**src/rtl/sensor_ascii_framer.sv**
```systemverilog
// Captures one binary sensor reading, converts it to NDIG BCD digits by sequential
// double-dabble and pushes "<TAG>:<digits>\r\n" one byte at a time into the TX FIFO.
module sensor_ascii_framer #(
    parameter int          DATA_W = 14,
    parameter int          NDIG   = 4,
    parameter logic [7:0]  TAG    = 8'h44
) (
    input  logic              clk,
    input  logic              rst,
    input  logic              i_start,
    input  logic [DATA_W-1:0] i_data,
    input  logic              i_tx_full,
    output logic              o_push_tx,
    output logic [7:0]        o_tx_din,
    output logic              o_busy,
    output logic              o_done
);

    localparam int BCD_W = 4 * NDIG;
    localparam int MAXV  = 10 ** NDIG - 1;
    localparam int CNT_W = (DATA_W > 1) ? $clog2(DATA_W) : 1;
    localparam int BI_W  = $clog2(NDIG + 4);

    localparam logic [CNT_W-1:0] CNT_LAST = CNT_W'(DATA_W - 1);
    localparam logic [BI_W-1:0]  B_LAST   = BI_W'(NDIG + 3);

    localparam logic [1:0] IDLE = 2'd0;
    localparam logic [1:0] CONV = 2'd1;
    localparam logic [1:0] SEND = 2'd2;

    logic [1:0]        state_q, state_d;
    logic [DATA_W-1:0] v_q, v_d;
    logic [BCD_W-1:0]  bcd_q, bcd_d;
    logic [BCD_W-1:0]  bcd_adj;
    logic [CNT_W-1:0]  cnt_q, cnt_d;
    logic [BI_W-1:0]   b_q, b_d;
    logic              busy_q, busy_d;
    logic              done_q, done_d;
    logic [DATA_W-1:0] v_clamped;
    logic [7:0]        tx_byte;
    logic              push;

    // Saturate rather than wrap so the BCD register can never overflow.
    always_comb begin
        v_clamped = i_data;
        if (32'(i_data) > 32'(MAXV)) begin
            v_clamped = DATA_W'(MAXV);
        end
    end

    // NOTE: give every always_comb output a default first so no path leaves it unassigned (latch).
    always_comb begin
        bcd_adj = bcd_q;
        for (int i = 0; i < NDIG; i++) begin
            if (bcd_q[4*i +: 4] >= 4'd5) begin
                bcd_adj[4*i +: 4] = bcd_q[4*i +: 4] + 4'd3;
            end
        end
    end

    assign push = (state_q == SEND) && !i_tx_full;

    always_comb begin
        state_d = state_q;
        v_d     = v_q;
        bcd_d   = bcd_q;
        cnt_d   = cnt_q;
        b_d     = b_q;
        done_d  = 1'b0;
        case (state_q)
            IDLE: begin
                if (i_start) begin
                    v_d     = v_clamped;
                    bcd_d   = '0;
                    cnt_d   = '0;
                    state_d = CONV;
                end
            end
            CONV: begin
                bcd_d = {bcd_adj[BCD_W-2:0], v_q[DATA_W-1]};
                v_d   = v_q << 1;
                if (cnt_q == CNT_LAST) begin
                    b_d     = '0;
                    state_d = SEND;
                end else begin
                    cnt_d = cnt_q + 1'b1;
                end
            end
            SEND: begin
                // Index advances only on an accepted push, so a full FIFO just stalls.
                if (push) begin
                    if (b_q == B_LAST) begin
                        b_d     = '0;
                        done_d  = 1'b1;
                        state_d = IDLE;
                    end else begin
                        b_d = b_q + 1'b1;
                    end
                end
            end
            default: state_d = IDLE;
        endcase
        busy_d = (state_d != IDLE);
    end

    always_comb begin
        tx_byte = 8'h00;
        if (state_q == SEND) begin
            if (b_q == BI_W'(0)) begin
                tx_byte = TAG;
            end else if (b_q == BI_W'(1)) begin
                tx_byte = 8'h3A;
            end else if (b_q == BI_W'(NDIG + 2)) begin
                tx_byte = 8'h0D;
            end else if (b_q == BI_W'(NDIG + 3)) begin
                tx_byte = 8'h0A;
            end
            for (int i = 0; i < NDIG; i++) begin
                if (b_q == BI_W'(i + 2)) begin
                    tx_byte = {4'h3, bcd_q[4*(NDIG-1-i) +: 4]};
                end
            end
        end
    end

    // NOTE: state uses non-blocking assignments; the data/BCD registers are reset too
    // since they are plain flops, not memory.
    always_ff @(posedge clk or negedge rst) begin
        if (!rst) begin
            state_q <= IDLE;
            v_q     <= '0;
            bcd_q   <= '0;
            cnt_q   <= '0;
            b_q     <= '0;
            busy_q  <= 1'b0;
            done_q  <= 1'b0;
        end else begin
            state_q <= state_d;
            v_q     <= v_d;
            bcd_q   <= bcd_d;
            cnt_q   <= cnt_d;
            b_q     <= b_d;
            busy_q  <= busy_d;
            done_q  <= done_d;
        end
    end

    assign o_push_tx = push;
    assign o_tx_din  = tx_byte;
    assign o_busy    = busy_q;
    assign o_done    = done_q;

endmodule

```
**config.mk**
```make
export PLATFORM = sky130hd
export DESIGN_NAME = sensor_ascii_framer
export DESIGN_NICKNAME = d
export VERILOG_FILES = /design/src/rtl/sensor_ascii_framer.sv
export SDC_FILE = /design/constraint.sdc
export NUM_CORES = 1
export LEC_CHECK = 0
export ABC_AREA = 1
export CAP_MARGIN = 20
export CORE_MARGIN = 10
export CORE_UTILIZATION = 44
export DETAILED_ROUTE_END_ITERATION = 8
export DONT_BUFFER_PORTS = 1
export GPL_TIMING_DRIVEN = 0
export SYNTH_ARGS = -nofsm -noshare
export SYNTH_HDL_FRONTEND = slang
export SYNTH_SLANG_ARGS = --single-unit
```
**constraint.sdc**
```tcl
create_clock -name clk -period 2.22 [get_ports clk]
set_input_delay 0.666 -clock clk [delete_from_list [all_inputs] [get_ports clk]]
set_output_delay 0.666 -clock clk [all_outputs]
set_load 0.05 [all_outputs]
```
==> summary.txt <==
r2r worst-path depth - 6
row count - 27
Area Overhead vs Synth - 19.6%
gpl congestion - 0.838
Final Hold Violating Endpoints - 0
max incr delay on CP - 0.48 ns
fillcell total - 522
RSZ-0062 raised after global routing - true
CTS root buffer - clkbuf_8
Synth Area in Adders - 7.85%
gr ovfl total - 0
max-cap viol count - 0
Hold Path Class - in -> async
Worst-Margin Slew - 0.551 ns
leakage - 0.00145 uW
H-Tree Depth - 2
Async S/R FF share, synth - 100%
Starting Density - 45.8%
worst path arrival time - 1.87 ns
Final period util - 114%
family with the most delay on the worst path - flip-flops
Achievable Freq - 0.394 GHz
Slew Viols, Final - 0
metal3 WL - 338 um
Worst path depth - 5
startpoint types - flop
Clock Tree Buf Depth - 2
Mapped Nets - 372
post-layout util - 54.7%
Num CTS Buffers - 5
largest net degree at the start of global routing - 42
number of synthesized register bits - 41
Logic pwr share - 51.0%
most frequent cells in the layout - nand2_1 (81), dfrtp_1 (38), inv_1 (35)
Worst-path clk slew - 0.09 ns
CP cell instances - ha_4 -> ha_4 -> nor3_4 -> a31oi_4 -> buf_6
number of flops mapped to enable cells by yosys - 0
Mapped Area - 2550 um^2
slack of the worst reg-to-reg path - 0.65 ns
Clock power frac - 13.0%
Yosys cell types - 33
fin crit period - 2.54 ns
die extent in x - 96.1 um
Bufs and invs on worst path - 1
violations in the final reports - setup timing
Int Pwr - 2080 uW
largest family of logic cells by synthesized area - simple AND/OR/NAND/NOR gates
final worst slack - -0.320 ns
final setup fails - 7
Slew headroom - 63.1%
Seq/Total Area, Yosys - 40.2%
share of cells above drive strength 1 - 22.9%
Net Sw Frac - 46.0%
vias in the first global route - 2090
DIE AREA - 9240 um^2
Layout Nets - 387
1st-iter DRT viols - 116
clk_skew - 0.00789 ns
GRT Util Overall - 14.1%
Synth Area in Simple Gates - 28.4%
Vias/cell - 5.11
via count - 2178
initial antenna violation count - 0
Seq pwr share - 36.0%
core box area - 5570 um^2
commonest non-fill, non-tap cell in the layout - nand2_1
compound-cell area share of the yosys netlist - 12.1%
routed length on met1 - 2790 um
cell mode on critical path - ha_4
top cell type by total area after synthesis - dfrtp_1
Top Layer Used - met4
Syn Inst Count - 338
mean routed wirelength per cell - 14.6 um
post-DP HPWL - 4240 um
run status - complete, but fails checks
Routed Antenna Nets - 0
CP Max Fanout - 5
drt first pass iters - 4
Die Y - 96.1 um
reg2reg end - b_q[1]
Mean Syn Cell Area - 7.55 um^2
Worst-Skew Late Latency - 0.30 ns
Critical Path Sink Type - output pin
DR WL met2 - 3040 um
Non-Filler Instances - 426
mux cell area share after synthesis - 0%
WL final - 6240 um
Yosys warnings - 0
VDD IR max - 0.000774 V
post-synth top area share - 40.2%
port buffer count - 0
post-synthesis xor/xnor area fraction - 1.72%
Sw Pwr - 1770 uW
crit path to - o_tx_din[5]
crit path launch - b_q[0]
diode count - 0
# IOs - 29
worst setup path category - reg -> out
drt drc - 0
CP max stage cell - dfrtp_2
placed insts - 410
Critical Path RT - 1.55 ns
PD cells - 1260 nW/um^2
CTS tree - done
clock sinks - 41
top post-synthesis cells by area - dfrtp_1 (40%), nand2_1 (13%), ha_1 (7.8%)
reg2reg start - state_q[0]
global-route wire length before repair - 10300 um
Synth Flop Type - dfrtp_1
worst min-delay path by stage:
stage                     from         end  slack, ns
final                      rst  state_q[1]       0.05
after floorplan            rst      b_q[0]       0.37
after global placement     rst   bcd_q[11]       0.37
after CTS                  rst    cnt_q[0]       0.04
after detailed placement   rst   bcd_q[10]       0.37
after global routing       rst      o_busy       0.04
synthesized netlist by cell type (all sizes together) (3+ instances only):
library cell / n
a21oi: 8
buf: 9
dfrtp: 41
ha: 16
inv: 48
nand2: 93
nand3: 24
nor2: 40
nor3: 3
o211ai: 3
o21ai: 28
o22ai: 6
o32ai: 3
xor2: 4
kinds of logic after synthesis:
kind of cell / count (synthesis)
compound gates: 53
xor+xnor: 5
fa+ha+maj: 16
buf+inv: 57
flops: 41
other cells: 1
simple gates: 165
per-stage QoR:
step	hold slack, ns	worst slack, ns	power [uW]	cell area (um^2)	setup TNS, ns
2_1_floorplan	0.370	-0.225	2760	2590	-0.307
3_3_place_gp	0.372	-0.417	3120	2680	-1.45
3_5_place_dp	0.373	-0.430	3160	2680	-1.63
4_1_cts	0.0431	-0.300	3830	3000	-1.67
5_1_grt	0.0367	-0.377	4230	3050	-2.21
6_report	0.0531	-0.320	3850	3050	-1.76
metal layers:
layer | vias to the layer above | GRT usage (%)
met3 | 7 | 3.04
met4 | 0 | 3.44
li1 | 1105 | -
met1 | 1021 | 18.4
met5 | - | 0
met2 | 45 | 23.3
timing repair:
item | 4_1_cts | 5_1_grt
gates resized for setup | 47 | 14
endpoints found under the setup margin | 7 | 8
buffers inserted | 7 | 1
pin swaps | 10 | 14
hold buffers | 0 | 0
power groups by stage:
stage / registers [uW] / logic [uW] / clock network [uW]
floorplan: 1330 / 1440 / 0
global placement: 1390 / 1730 / 0
detailed placement: 1390 / 1760 / 0
CTS: 1390 / 1920 / 517
global route: 1430 / 2260 / 546
finish: 1390 / 1960 / 502
state kept, by name, summed over array words and instances (netlist names):
| name | cells |
|---|---|
| o_done | 1 |
| bcd_q | 16 |
| b_q | 3 |
| cnt_q | 4 |
| state_q | 2 |
| v_q | 14 |
| o_busy | 1 |
area by class of cell:
cell class | count | area (um^2) | share of cell area (%)
Multi-Input combinational cell | 240 | 1510 | 49.4
Tap cell | 72 | 90.1 | 2.95
Inverter | 48 | 200 | 6.56
Buffer | 9 | 65.1 | 2.13
Sequential cell | 41 | 1030 | 33.8
Clock buffer | 5 | 68.8 | 2.26
Timing Repair Buffer | 8 | 67.6 | 2.21
Clock inverter | 3 | 22.5 | 0.738
worst reg2reg max path, cell delays in order (launching register included):
cell and delay, ns:
dfrtp_1 0.46, inv_2 0.08, nand2_2 0.18, nor2_4 0.36
nor2_2 0.14, nand3b_4 0.19, o21ai_2 0.10
Power figures use the tool's default switching activity.
